$ cat config.mk
export PLATFORM = sky130hd
export DESIGN_NAME = triangle_raster_scan
export DESIGN_NICKNAME = d
export VERILOG_FILES = /design/src/rtl/triangle_raster_scan.sv
export SDC_FILE = /design/constraint.sdc
export NUM_CORES = 1
export LEC_CHECK = 0
export BUFFER_PORTS_ARGS = -buffer_cell sky130_fd_sc_hd__buf_2
export CAP_MARGIN = 0
export CORE_ASPECT_RATIO = 1.1
export CORE_MARGIN = 2
export CORE_UTILIZATION = 50
export CTS_BUF_LIST = sky130_fd_sc_hd__clkbuf_16
export DETAILED_ROUTE_END_ITERATION = 12
export HOLD_SLACK_MARGIN = 0.05
export PLACE_DENSITY = 0.83
export SLEW_MARGIN = 20
export SYNTH_ARGS = -nofsm -noshare
export SYNTH_HDL_FRONTEND = slang
export SYNTH_SLANG_ARGS = --single-unit
$ cat constraint.sdc
create_clock -name clk -period 12.7 [get_ports clk]
set_clock_uncertainty 0.05 [all_clocks]
set_input_delay 1.905 -clock clk [delete_from_list [all_inputs] [get_ports clk]]
set_output_delay 1.905 -clock clk [all_outputs]
set_load 0.005 [all_outputs]
$ cat src/rtl/triangle_raster_scan.sv
// triangle_raster_scan
//   Upstream driver for a point-in-triangle tester. A triangle is latched on
//   start, its bounding box is computed, and every pixel in the box is offered
//   to the tester in row-major order over a req/done handshake. Pixels the
//   tester reports as inside leave on a ready/valid stream, and they are
//   counted per triangle.
//
//   Optional build macro: CLIP_EN -- clamps the bounding box to the screen
//   (SCREEN_W x SCREEN_H). A box that lies entirely off screen issues no
//   candidates.
//
// Ports
//   clk, rst              clock (rising edge) / asynchronous active-high reset
//   start                 1-cycle pulse, accepted only in IDLE
//   p1x..p3y              vertices, sampled on the accepted start cycle
//   t_p1x..t_p3y          latched vertices, stable to the tester during the scan
//   ptx, pty, t_req       candidate point and request to the tester
//   t_done, t_inside      tester result strobe and verdict
//   pix_valid, pix_ready  inside-pixel stream handshake
//   pix_x, pix_y          inside-pixel coordinates
//   busy, done            scan in progress / 1-cycle end-of-triangle pulse
//   inside_cnt            inside pixels emitted (saturating)
module triangle_raster_scan #(
  parameter int COORD_W  = 11,
  parameter int CNT_W    = 22,
  parameter int SCREEN_W = 640,
  parameter int SCREEN_H = 480
) (
  input  logic               clk,
  input  logic               rst,
  input  logic               start,
  input  logic [COORD_W-1:0] p1x,
  input  logic [COORD_W-1:0] p1y,
  input  logic [COORD_W-1:0] p2x,
  input  logic [COORD_W-1:0] p2y,
  input  logic [COORD_W-1:0] p3x,
  input  logic [COORD_W-1:0] p3y,
  output logic [COORD_W-1:0] t_p1x,
  output logic [COORD_W-1:0] t_p1y,
  output logic [COORD_W-1:0] t_p2x,
  output logic [COORD_W-1:0] t_p2y,
  output logic [COORD_W-1:0] t_p3x,
  output logic [COORD_W-1:0] t_p3y,
  output logic [COORD_W-1:0] ptx,
  output logic [COORD_W-1:0] pty,
  output logic               t_req,
  input  logic               t_done,
  input  logic               t_inside,
  output logic               pix_valid,
  input  logic               pix_ready,
  output logic [COORD_W-1:0] pix_x,
  output logic [COORD_W-1:0] pix_y,
  output logic               busy,
  output logic               done,
  output logic [CNT_W-1:0]   inside_cnt
);

  // Screen size must describe at least one pixel; checked at elaboration.
  if (SCREEN_W < 1 || SCREEN_H < 1) begin : g_bad_screen
    $error("triangle_raster_scan: SCREEN_W/SCREEN_H must be positive");
  end

  typedef enum logic [2:0] {
    S_IDLE, S_BBOX, S_ISSUE, S_WAIT, S_EMIT, S_NEXT, S_FIN
  } state_t;

  state_t state, state_nxt;

  logic [COORD_W-1:0] xmin, xmax, ymax;
  logic [COORD_W-1:0] x, y;

  // Bounding box of the latched vertices, only consumed in BBOX.
  logic [COORD_W-1:0] bx_min, bx_max, by_min, by_max;
  logic [COORD_W-1:0] bx_max_c, by_max_c;
  logic               off_screen;

  function automatic logic [COORD_W-1:0] min3(input logic [COORD_W-1:0] a,
                                              input logic [COORD_W-1:0] b,
                                              input logic [COORD_W-1:0] c);
    logic [COORD_W-1:0] m;
    m = (a < b) ? a : b;
    return (m < c) ? m : c;
  endfunction

  function automatic logic [COORD_W-1:0] max3(input logic [COORD_W-1:0] a,
                                              input logic [COORD_W-1:0] b,
                                              input logic [COORD_W-1:0] c);
    logic [COORD_W-1:0] m;
    m = (a > b) ? a : b;
    return (m > c) ? m : c;
  endfunction

  always_comb begin
    bx_min = min3(t_p1x, t_p2x, t_p3x);
    bx_max = max3(t_p1x, t_p2x, t_p3x);
    by_min = min3(t_p1y, t_p2y, t_p3y);
    by_max = max3(t_p1y, t_p2y, t_p3y);
`ifdef CLIP_EN
    bx_max_c   = (bx_max > COORD_W'(SCREEN_W - 1)) ? COORD_W'(SCREEN_W - 1) : bx_max;
    by_max_c   = (by_max > COORD_W'(SCREEN_H - 1)) ? COORD_W'(SCREEN_H - 1) : by_max;
    off_screen = (bx_min > COORD_W'(SCREEN_W - 1)) || (by_min > COORD_W'(SCREEN_H - 1));
`else
    bx_max_c   = bx_max;
    by_max_c   = by_max;
    off_screen = 1'b0;
`endif
  end

  // Equality compares only: stepping never goes past xmax/ymax, so a box
  // reaching the top of the coordinate range cannot wrap.
  logic at_xmax, at_end;
  assign at_xmax = (x == xmax);
  assign at_end  = at_xmax && (y == ymax);

  // State register
  always_ff @(posedge clk or posedge rst) begin
    if (rst) state <= S_IDLE;
    else     state <= state_nxt;
  end

  // Next-state logic
  always_comb begin
    state_nxt = state;
    case (state)
      S_IDLE:  if (start) state_nxt = S_BBOX;
      S_BBOX:  state_nxt = off_screen ? S_FIN : S_ISSUE;
      S_ISSUE: state_nxt = S_WAIT;
      S_WAIT:  if (t_done) state_nxt = t_inside ? S_EMIT : S_NEXT;
      S_EMIT:  if (pix_ready) state_nxt = S_NEXT;
      S_NEXT:  state_nxt = at_end ? S_FIN : S_ISSUE;
      S_FIN:   state_nxt = S_IDLE;
      default: state_nxt = S_IDLE;
    endcase
  end

  // State-decoded outputs
  always_comb begin
    t_req     = 1'b0;
    pix_valid = 1'b0;
    busy      = 1'b0;
    done      = 1'b0;
    case (state)
      S_BBOX, S_ISSUE, S_NEXT: busy = 1'b1;
      S_WAIT: begin
        busy  = 1'b1;
        t_req = 1'b1;
      end
      S_EMIT: begin
        busy      = 1'b1;
        pix_valid = 1'b1;
      end
      S_FIN:   done = 1'b1;
      default: ;
    endcase
  end

  assign pix_x = x;
  assign pix_y = y;

  // Datapath: vertex latch, box, scan position, candidate, counter
  always_ff @(posedge clk or posedge rst) begin
    if (rst) begin
      t_p1x      <= '0;
      t_p1y      <= '0;
      t_p2x      <= '0;
      t_p2y      <= '0;
      t_p3x      <= '0;
      t_p3y      <= '0;
      xmin       <= '0;
      xmax       <= '0;
      ymax       <= '0;
      x          <= '0;
      y          <= '0;
      ptx        <= '0;
      pty        <= '0;
      inside_cnt <= '0;
    end else begin
      case (state)
        S_IDLE: if (start) begin
          t_p1x      <= p1x;
          t_p1y      <= p1y;
          t_p2x      <= p2x;
          t_p2y      <= p2y;
          t_p3x      <= p3x;
          t_p3y      <= p3y;
          inside_cnt <= '0;
        end
        S_BBOX: begin
          xmin <= bx_min;
          xmax <= bx_max_c;
          ymax <= by_max_c;
          x    <= bx_min;
          y    <= by_min;
        end
        S_ISSUE: begin
          ptx <= x;
          pty <= y;
        end
        S_EMIT: if (pix_ready && (inside_cnt != '1)) inside_cnt <= inside_cnt + 1'b1;
        S_NEXT: if (!at_end) begin
          if (at_xmax) begin
            x <= xmin;
            y <= y + 1'b1;
          end else begin
            x <= x + 1'b1;
          end
        end
        default: ;
      endcase
    end
  end

endmodule

==> run summary <==
Crit. End Element: flip-flop
Clk sinks: 168
CTS tree: yes
Post-synth ARST share: 100%
Vias per inst: 5.82
Die height: 152 µm
Worst-case vdd ir drop: 196 µV
Clock Tree Root: clkbuf_16
Min Tclk post-route: 4.75 ns
Worst skew pair latency: 0.44 ns
# hold bufs at CTS: 0
Top Ports: 208
DP Wirelength: 19.1 mm
Pre-antenna DRT Iters: 6
Fmax: 211 MHz
Req. time, crit path: 13.02 ns
Footprint of the multi-input gates: 5350 µm²
Clock tree buffer depth: 2
Post-Syn Instances: 1030
Critical path class: flip-flop to flip-flop
DRC: 0
Crit-path most repeated cell: ha_1
DRT antenna net count: 0
Syn_area_per_cell: 9.67 µm²
Fin util: 59.9%
Via Count: 8618
H-tree depth: 4
Congestion Overflow GR: 0
CP bufs+invs: 0
Setup-failing EPs final: 0
Max cap viols: 0
Share of layout cells above drive strength 1: 27.4%
GP Congestion: 0.869
Post-synth top flop: dfrtp_1
Row Count: 54
Sequential fraction of the synthesis area: 42.2%
Slew Limit Headroom: 30.4%
Synth cell types: 58
Initial drt markers: 590
Yosys reg bits: 168
RSZ-0062 raised after global routing: false
Wire per inst: 17.5 µm
Syn Nets: 1169
Vias in the first global route: 8416
Sum of negative setup slack: 0 ns
Core area: 19700 µm²
Mapped cell area: 9960 µm²
Critical-path cell list: ha_1 > a21oi_1 > nor2_1 > a211oi_1 > nand3_1 > mux2_2 > ha_1 > a21o_1 > a221oi_1 > o21ai_1 > nor3_1 > a221o_1
Largest net degree at the start of global routing: 105
Worst Path Max Fanout: 22
Status: complete, no violations
FF/Latch Area: 4200 µm²
CP max-delay cell: nand3_1
Drt total wl: 25.9 mm
Synth warn: 0
Fillcell total: 1609
Min-delay worst type: flip-flop to flip-flop
First-pass GRT wire length: 43.3 mm
Crit start category: flip-flop
CTS Buf Count: 17
N_diodes: 0
EDFF count, synth: 0
Post-CTS sizing: 0
Initial antenna violation count: 0
Post-CTS setup buffer count: 0
Clock slew at reported path FFs: 0.06 ns
IO buf count: 207
Chip width: 139 µm
Crit path DAT: 5.07 ns
Slew @ Worst Pin: 1.04 ns
Pwr dens: 325 nW/µm²
Nets@finish: 1354
Max Slew Vio Count: 0
CP max stage delay: 0.72 ns
Starting Density: 50.7%
Final hold vios: 0
Period utilization: 37.4%
Leakage: 5.80 nW
Area grow syn2layout: 18.1%
CP delay by family, top: compound AO/OA/AOI/OAI gates
Die footprint: 21100 µm²
Total GRT Usage: 25.0%
[metal layers]
layer | track usage [%] | vias to the layer above | wire [µm]
met1 | 34.6 | 4156 | 11700
met5 | 0 | - | 0
met4 | 8.79 | 0 | 591
li1 | - | 4070 | -
met3 | 4.54 | 45 | 1610
met2 | 39.7 | 347 | 12000
[cells in the mapped netlist, types with 2 or more instances]
cell,instances,share of area (%)
xnor2_1,7,0.62
a31oi_1,14,0.88
or3_1,4,0.25
o31ai_1,18,1.4
nand4_1,22,1.4
a221oi_1,3,0.26
a21oi_1,51,2.6
buf_6,2,0.23
nand2b_1,2,0.13
xor2_1,37,3.3
o21ai_1,5,0.25
a211oi_1,8,0.60
mux2i_1,30,3.0
or2_2,2,0.13
ha_1,67,8.4
and2_1,14,0.88
and4_1,4,0.35
nand3_1,35,1.8
o221ai_1,4,0.35
inv_1,62,2.3
nor3_1,16,0.80
a21o_1,12,0.90
a221o_1,7,0.70
o22ai_1,2,0.13
o21ai_0,89,4.5
buf_2,3,0.15
o31a_1,2,0.18
o21a_1,7,0.53
and3_1,10,0.63
nor3b_1,2,0.15
nor2b_1,7,0.44
nor4_1,4,0.25
nand2_1,103,3.9
dfrtp_1,168,42
clkbuf_1,36,1.4
o211ai_1,9,0.68
buf_1,7,0.26
a2111oi_0,2,0.18
nor2_1,54,2.0
a31o_2,2,0.18
mux2_1,4,0.45
mux2_2,77,8.7
[flip-flops by register name, indices dropped and copies added, names as in the netlist]
signal and count:
t_p1y 11, t_p3x 11, pix_y 11, inside_cnt 22
ptx 11, t_p2y 11, t_p3y 11, pty 11
t_p2x 11, ymax 11, xmin 11, t_p1x 11
xmax 11, pix_x 11, state 3
[cell families (layout without fill, tap and decap cells)]
kind of cell             count (synthesis)  after routing  synth area share [%]
AND/OR/NAND/NOR                        288            288                  14.2
buffers and inverters                  110            308                  4.33
XOR/XNOR                                44             44                  3.87
multiplexers                           111            111                  12.2
adder cells (fa/ha/maj)                 67             67                  8.42
flip-flops                             168            168                  42.2
AO/OA/AOI/OAI                          242            242                  14.8
[final cells by class]
cell class	instances	share of cell area, %
repair buffers	214	9.25
flip-flops and latches	168	35.7
clock buffers	17	3.62
multi-input cells	752	45.4
inverters	62	2.02
well taps	252	2.68
clock inverters	15	1.29
[worst paths after layout]
| path | start | to | slack, ns | cells past startpoint |
|---|---|---|---|---|
| setup / recovery | t_p1y[8]$_DFFE_PP0P_ | pix_y[3]$_DFFE_PP0P_ | 7.95 | 12 |
| max in group asynchronous | rst | xmin[7]$_DFFE_PP0P_ | 9.55 | 3 |
| setup reg to reg | t_p1y[8]$_DFFE_PP0P_ | pix_y[3]$_DFFE_PP0P_ | 7.95 | 12 |
| hold / removal | xmin[1]$_DFFE_PP0P_ | xmin[1]$_DFFE_PP0P_ | 0.43 | 2 |
| hold reg to reg | xmin[1]$_DFFE_PP0P_ | xmin[1]$_DFFE_PP0P_ | 0.43 | 2 |
| min in group asynchronous | rst | ptx[7]$_DFFE_PP0P_ | 1.61 | 2 |
[through the flow]
step	setup slack [ns]	cells	hold slack, ns	total power, W	area, µm²
2_1_floorplan	6.20	1030	0.396	0.00257	9960
6_report	7.95	1480	0.430	0.00382	11800
3_5_place_dp	8.09	1448	0.420	0.00325	11200
4_1_cts	8.03	1480	0.435	0.00380	11800
3_3_place_gp	8.28	1448	0.409	0.00318	11200
5_1_grt	7.58	1480	0.458	0.00414	11800
[cell usage in the layout, fill, tap and decap left out, types with 8 or more instances in the layout]
| cell type | netlist | layout |
|---|---|---|
| a211oi_1 | 8 | 8 |
| a21o_1 | 12 | 12 |
| a21oi_1 | 51 | 51 |
| a31oi_1 | 14 | 14 |
| and2_1 | 14 | 13 |
| and3_1 | 10 | 10 |
| buf_2 | 3 | 207 |
| clkbuf_16 | 0 | 17 |
| dfrtp_1 | 168 | 168 |
| ha_1 | 67 | 67 |
| inv_1 | 62 | 61 |
| mux2_2 | 77 | 77 |
| mux2i_1 | 30 | 30 |
| nand2_1 | 103 | 102 |
| nand3_1 | 35 | 35 |
| nand4_1 | 22 | 22 |
| nor2_1 | 54 | 53 |
| nor3_1 | 16 | 15 |
| o211ai_1 | 9 | 9 |
| o21ai_0 | 89 | 89 |
| o31ai_1 | 18 | 18 |
| xor2_1 | 37 | 37 |
[worst reg2reg max path, stage by stage (launching register included)]
cell and delay [ns]:
dfrtp_1 0.42, ha_1 0.33, a21oi_1 0.15, nor2_1 0.06
a211oi_1 0.34, nand3_1 0.72, mux2_2 0.57, ha_1 0.32
a21o_1 0.19, a221oi_1 0.36, o21ai_1 0.25, nor3_1 0.66
a221o_1 0.26
[power by group]
part / switching [W] / total [W] / internal [W]
logic: 0.00127 / 0.00227 / 0.00101
clock network: 0.000226 / 0.000516 / 0.000290
registers: 0.000270 / 0.00103 / 0.000765
Note: power is estimated with default switching activity, not from simulation.
